--- src/rtl/mwc_exp_table.sv ---
// rtl/mwc_exp_table.sv - expected {address, data} table, one sync write port, one comb read port
module mwc_exp_table #(
    parameter int ADDR_WIDTH = 32,
    parameter int DATA_WIDTH = 32,
    parameter int NUM_CHECKS = 8,
    parameter int IDX_W      = 3
) (
    input  logic                  clk,
    input  logic                  we,
    input  logic [IDX_W-1:0]      wrIdx,
    input  logic [ADDR_WIDTH-1:0] wrAddr,
    input  logic [DATA_WIDTH-1:0] wrData,
    input  logic [IDX_W:0]        rdIdx,
    output logic [ADDR_WIDTH-1:0] rdAddr,
    output logic [DATA_WIDTH-1:0] rdData
);

    logic [ADDR_WIDTH-1:0] addrMem [NUM_CHECKS];
    logic [DATA_WIDTH-1:0] dataMem [NUM_CHECKS];

    // Deliberately not reset: a loaded table survives a checker reset
    always_ff @(posedge clk) begin
        if (we && int'(wrIdx) < NUM_CHECKS) begin
            addrMem[wrIdx] <= wrAddr;
            dataMem[wrIdx] <= wrData;
        end
    end

    always_comb begin
        rdAddr = '0;
        rdData = '0;
        if (int'(rdIdx) < NUM_CHECKS) begin
            rdAddr = addrMem[rdIdx[IDX_W-1:0]];
            rdData = dataMem[rdIdx[IDX_W-1:0]];
        end
    end

endmodule

--- config.mk ---
export PLATFORM = sky130hd
export DESIGN_NAME = mwc_exp_table
export DESIGN_NICKNAME = d
export VERILOG_FILES = /design/src/rtl/mwc_exp_table.sv
export SDC_FILE = /design/constraint.sdc
export NUM_CORES = 1
export LEC_CHECK = 0
export CAP_MARGIN = 20
export CORE_MARGIN = 5
export CORE_UTILIZATION = 40
export DETAILED_ROUTE_END_ITERATION = 8
export HOLD_SLACK_MARGIN = 0.1
export PLACE_DENSITY = 0.59
export SLEW_MARGIN = 20
export SYNTH_ARGS = -nofsm -noshare
export SYNTH_HDL_FRONTEND = slang
export SYNTH_SLANG_ARGS = --single-unit
export TNS_END_PERCENT = 50
--- constraint.sdc ---
create_clock -name clk -period 7.1 [get_ports clk]
set_input_delay 1.775 -clock clk [delete_from_list [all_inputs] [get_ports clk]]
set_output_delay 1.775 -clock clk [all_outputs]
set_load 0.02 [all_outputs]
==> results of run 1 <==
[logic make-up after synthesis]
family	count (synthesis)
flops	512
mux	192
simple gates	77
buf+inv	42
[worst max-delay path, stage by stage]
cell and delay (ns):
clkbuf_8 0.46, buf_4 0.36, mux4_2 0.52, mux2i_1 0.23, nor2_1 0.08, clkdlybuf4s50_1 0.56
[area by class of cell]
class	count	share of cell area
antenna	1	0.000108
clock buffer	67	0.0595
clock inverter	15	0.00389
multi-input combinational	269	0.167
sequential	512	0.663
tap	615	0.0332
timing repair buffer	168	0.0731
[through the flow]
stage | cell area [um2] | hold WS (ns)
CTS | 23200 | 1.88
global placement | 21700 | 2.51
detailed placement | 21700 | 2.52
floorplan | 19500 | 1.87
global route | 23200 | 1.92
finish | 23200 | 1.93
[registers in the layout, summed over array words and instances, names as in the netlist]
signal and count:
dataMem 256, addrMem 256
[metal layers]
| metal | track usage | up-vias |
|---|---|---|
| met5 | 0 | - |
| met4 | 0.0407 | 10 |
| met3 | 0.0356 | 59 |
| met2 | 0.245 | 184 |
| met1 | 0.220 | 4768 |
| li1 | - | 3812 |
[Yosys cell counts]
cell / instances
mux4_2: 128
nor2_1: 70
mux2i_1: 64
clkbuf_1: 8
nand2_1: 2
buf_2: 19
nand2b_1: 3
nor3_1: 2
buf_6: 12
buf_1: 1
buf_4: 2
edfxtp_1: 512
[worst max path at each step]
stage | from | endpoint | slack, ns | cells past startpoint
6_report | rdIdx[0] | rdAddr[17] | 1.31 | 6
4_1_cts | rdIdx[0] | rdAddr[17] | 1.25 | 6
3_3_place_gp | rdIdx[0] | rdAddr[17] | 1.22 | 6
2_1_floorplan | wrIdx[1] | addrMem[0][0] | 0.23 | 2
3_5_place_dp | rdIdx[0] | rdAddr[17] | 1.25 | 6
5_1_grt | rdIdx[0] | rdAddr[16] | 1.15 | 6
[cell usage in the layout (no fill, tap or decap), drive strengths merged, types with 3 or more instances in the layout]
| master | instances |
|---|---|
| edfxtp | 512 |
| buf | 35 |
| nor2 | 70 |
| clkdlybuf4s50 | 132 |
| mux4 | 128 |
| clkbuf | 68 |
| nand2b | 3 |
| clkinv | 14 |
| mux2i | 64 |
[power breakdown]
| part | switching (mW) | internal [mW] | total (mW) |
|---|---|---|---|
| sequential | 0.0194 | 3.43 | 3.45 |
| clock | 1.05 | 1.38 | 2.43 |
| combinational | 0.239 | 0.212 | 0.451 |
| total | 1.31 | 5.03 | 6.33 |
==> results.sh, run 1 <==
export IMPL_endpoint_kind="output pin"
export IMPL_setup_worst_path_start_class="input pin"
export IMPL_wl_met3_mm=2.10
export IMPL_wl_met1_mm=18.2
export IMPL_outcome="complete, no violations"
export IMPL_antenna_found_initial=5
export IMPL_hold_class="in2reg"
export IMPL_power_total_mw=6.33
export IMPL_netlist_area_mm2=0.0195
export IMPL_synth_xor_area_frac=0
export IMPL_cp_arrival_ns=4.01
export IMPL_rsz0062_at_grt="no"
export IMPL_rows=80
export IMPL_fillers=3837
export IMPL_max_freq_mhz=173
export IMPL_period_share=0.815
export IMPL_path_clk_slew_ns=0.06
export IMPL_ys_types=12
export IMPL_yosysTopAreaCell="edfxtp_1"
export IMPL_wl_per_cell_um=24.7
export IMPL_postCtsSetupBuffers=0
export IMPL_dp_hpwl_mm=22.6
export IMPL_ios=137
export IMPL_hold_viol=0
export IMPL_critPathMaxFanout=41
export IMPL_ctsHoldBuffers=0
export IMPL_drive_above_1_share=0.225
export IMPL_wl_mm=40.7
export IMPL_die_x_um=231
export IMPL_p_leak_nw=7.43
export IMPL_synth_mux_area_frac=0.181
export IMPL_wl_met2_mm=19.6
export IMPL_ff_latch_area_mm2=0.0154
export IMPL_yosysTopAreaCellShare=0.789
export IMPL_drv_cap=0
export IMPL_ys_ff_latch=512
export IMPL_synth_fa_ha_area_frac=0
export IMPL_synth_compound_area_share=0
export IMPL_grt_pass1_wl_mm=62.2
export IMPL_vias=8833
export IMPL_portBuffers=136
export IMPL_worstMarginPinSlew_ns=0.895
export IMPL_start_util=0.406
export IMPL_h_tree_depth=2
export IMPL_post_cts_resized=0
export IMPL_grt_remaining_overflow=0
export IMPL_cts_buffers=51
export IMPL_mappedNetlistNets=896
export IMPL_final_util=0.484
export IMPL_synth_top_family_by_area="multiplexers"
export IMPL_yosys_area_share_simple=0.0154
export IMPL_dr_pass1_iters=4
export IMPL_drt_vias_per_instance=5.36
export IMPL_cts_sinks=512
export IMPL_dpl_cell_count=1563
export IMPL_syn_inst=823
export IMPL_synthToLayoutAreaGrowth_pct=19.1
export IMPL_drtIter0Drc=669
export IMPL_core_area_mm2=0.0479
export IMPL_cts_tree="built"
export IMPL_detail_route_antenna_nets=0
export IMPL_finalNonFillerCells=1647
export IMPL_track_usage=0.155
export IMPL_hp_start="wrData[0]"
export IMPL_synth_warnings=0
export IMPL_topRoutingLayerUsed="met5"
export IMPL_setup_viol=0
export IMPL_place_congestion=0.689
export IMPL_hold_end="dataMem[6][0]"
export IMPL_synthTopCellsByArea="edfxtp_1 (79%), mux4_2 (15%), mux2i_1 (3.3%)"
export IMPL_slew_headroom=0.403
export IMPL_cp_required_ns=5.33
export IMPL_pre_cts_slack_ns=1.25
export IMPL_drv_slew=0
export IMPL_root_buffer="clkbuf_16"
export IMPL_post_synth_cell_area_avg_um2=23.7
export IMPL_die_area_mm2=0.0532
export IMPL_peakVddDrop_mv=0.142
export IMPL_whs_path_depth=1
export IMPL_grt_max_degree=64
export IMPL_multi_input_area_mm2=0.00388
export IMPL_dieHeight_um=231
export IMPL_fin_tns_setup_ns=0
export IMPL_grt_pass1_vias=9642
export IMPL_critical_path_class="in2out"
export IMPL_synth_seq_area_share=0.789
export IMPL_drc_errors=0
export IMPL_powerDensity_mw_per_mm2=273
export IMPL_clk_path_buf_depth=3
export IMPL_nNetsFinal=1075
export IMPL_period_needed_ns=5.79
export IMPL_fin_ws_ns=1.31
Note: power is estimated with default switching activity, not from simulation.
==> run 2, diff against run 1 <==
Settings changed: PLACE_DENSITY 0.59 to 0.57.
Clock period 7.1 ns to 5.8 ns, I/O delays scaled along.
==> run 2 against run 1 <==
Against the previous run:
- die area unchanged
- cell count increased by 0.30%
- worst hold slack got worse by 0.34 ns
- sequential share of layout area decreased by 0.39 points
- critical path depth unchanged
- critical path type unchanged
- highest routed layer unchanged
==> results.sh, run 2 (same netlist as run 1, synthesis figures left out) <==
export IMPL_antennaDiodeCount=0
export IMPL_clk_path_buf_depth=3
export IMPL_drv_cap=0
export IMPL_cp_slowest_cell="clkdlybuf4s50_1"
export IMPL_dr_pass1_iters=4
export IMPL_final_common_cell="edfxtp_1"
export IMPL_period_share=0.864
export IMPL_powerDensity_mw_per_mm2=336
export IMPL_setup_viol=0
export IMPL_finalNonFillerCells=1652
export IMPL_period_needed_ns=5.01
export IMPL_grt_max_degree=65
export IMPL_biggestRegsByFlops="addrMem x256, dataMem x256"
export IMPL_cts_buffers=52
export IMPL_grt_pass1_wl_mm=60.6
export IMPL_cts_tree="built"
export IMPL_max_freq_mhz=200
export IMPL_dp_hpwl_mm=21.1
export IMPL_drt_vias_per_instance=5.27
export IMPL_wl_per_cell_um=24.4
export IMPL_p_leak_nw=7.46
export IMPL_post_cts_resized=0
export IMPL_place_congestion=0.678
export IMPL_setup_worst_path_start_class="input pin"
export IMPL_wl_mm=40.3
export IMPL_dieHeight_um=231
export IMPL_critPathMaxFanout=26
export IMPL_cp_required_ns=4.35
export IMPL_h_tree_depth=2
export IMPL_root_buffer="clkbuf_16"
export IMPL_ios=137
export IMPL_drv_slew=0
export IMPL_hold_viol=0
export IMPL_cts_sinks=512
export IMPL_ff_latch_area_mm2=0.0154
export IMPL_worstMarginPinSlew_ns=0.779
export IMPL_synthToLayoutAreaGrowth_pct=19.8
export IMPL_detail_route_antenna_nets=0
export IMPL_hold_class="in2reg"
export IMPL_outcome="complete, no violations"
export IMPL_fillers=3885
export IMPL_grt_remaining_overflow=0
export IMPL_portBuffers=136
export IMPL_whs_path_depth=1
export IMPL_path_clk_slew_ns=0.06
export IMPL_ctsHoldBuffers=0
export IMPL_endpoint_kind="output pin"
export IMPL_nNetsFinal=1071
export IMPL_cp_cell_sequence="clkbuf_8, buf_12, mux4_2, mux2i_1, nor2_1, clkdlybuf4s50_1"
export IMPL_critical_path_class="in2out"
export IMPL_rows=80
export IMPL_drc_errors=0
export IMPL_start_util=0.406
export IMPL_vias=8698
export IMPL_rsz0062_at_grt="no"
export IMPL_layout_common_cells="edfxtp_1 (512), clkdlybuf4s50_1 (132), mux4_2 (128)"
export IMPL_hp_start="wrData[8]"
export IMPL_hold_end="dataMem[4][8]"
export IMPL_antenna_found_initial=4
export IMPL_multi_input_area_mm2=0.00388
export IMPL_grt_pass1_vias=9441
export IMPL_peakVddDrop_mv=0.209
export IMPL_dpl_cell_count=1559
export IMPL_slew_headroom=0.480
export IMPL_slowest_delay_ns=0.55
export IMPL_drive_above_1_share=0.219
export IMPL_postCtsSetupBuffers=0
export IMPL_die_x_um=231
export IMPL_fin_tns_setup_ns=0
export IMPL_track_usage=0.152
export IMPL_cp_arrival_ns=3.56
export IMPL_drtIter0Drc=474
export IMPL_die_area_mm2=0.0532
export IMPL_core_area_mm2=0.0479
## run 2: cell count changes in the layout (fill, tap and decap cells not counted), sizes merged
| cell | change |
|---|---|
| diode | -1 |
| inv | +2 |
| clkinv | +8 |
| buf | -5 |
| bufinv | +1 |
## run 2: how the worst max path moves through the flow
| stage | from | endpoint | cells past startpoint |
|---|---|---|---|
| after floorplan | wrIdx[0] | addrMem[2][0] | 1 |
| after global placement | rdIdx[0] | rdData[31] | 6 |
| after detailed placement | rdIdx[0] | rdData[31] | 6 |
| after CTS | rdIdx[0] | rdData[31] | 6 |
| after global routing | rdIdx[0] | rdData[31] | 6 |
| final | rdIdx[0] | rdData[31] | 6 |
## run 2: per-stage QoR
stage	hold slack (ns)	cell area (um2)	worst slack, ns	utilization	total power [mW]
2_1_floorplan	1.55	19500	-0.680	-	4.61
3_3_place_gp	2.18	21800	0.720	0.454	4.86
3_5_place_dp	2.20	21800	0.733	0.454	4.87
4_1_cts	1.56	23300	0.733	0.486	7.95
5_1_grt	1.59	23300	0.664	0.486	8.14
6_report	1.60	23300	0.790	0.486	7.83
## run 2: layout make-up
cell class / instances / area share
repair buffers: 163 / 0.0748
clock buffers: 67 / 0.0591
well taps: 615 / 0.0330
clock inverters: 26 / 0.00735
multi-input cells: 269 / 0.167
flip-flops and latches: 512 / 0.659
## run 2: critical path: cells and delay by family
family	cells	cell delay, ns
AND/OR/NAND/NOR	1	0.07
buffers and inverters	3	1.18
multiplexers	2	0.82
## run 2: per-layer routing
metal,vias up,global-route usage,routed length (um)
met5,-,0,54
met2,199,0.243,19500
li1,3815,-,-
met1,4620,0.219,18000
met3,56,0.0306,2010
met4,8,0.0381,676
## run 2: power by group
group | total (mW) | internal, mW | leakage (nW) | switching, mW
sequential | 4.22 | 4.20 | 4.65 | 0.0233
clock | 3.06 | 1.75 | 0.749 | 1.30
combinational | 0.555 | 0.264 | 2.06 | 0.291
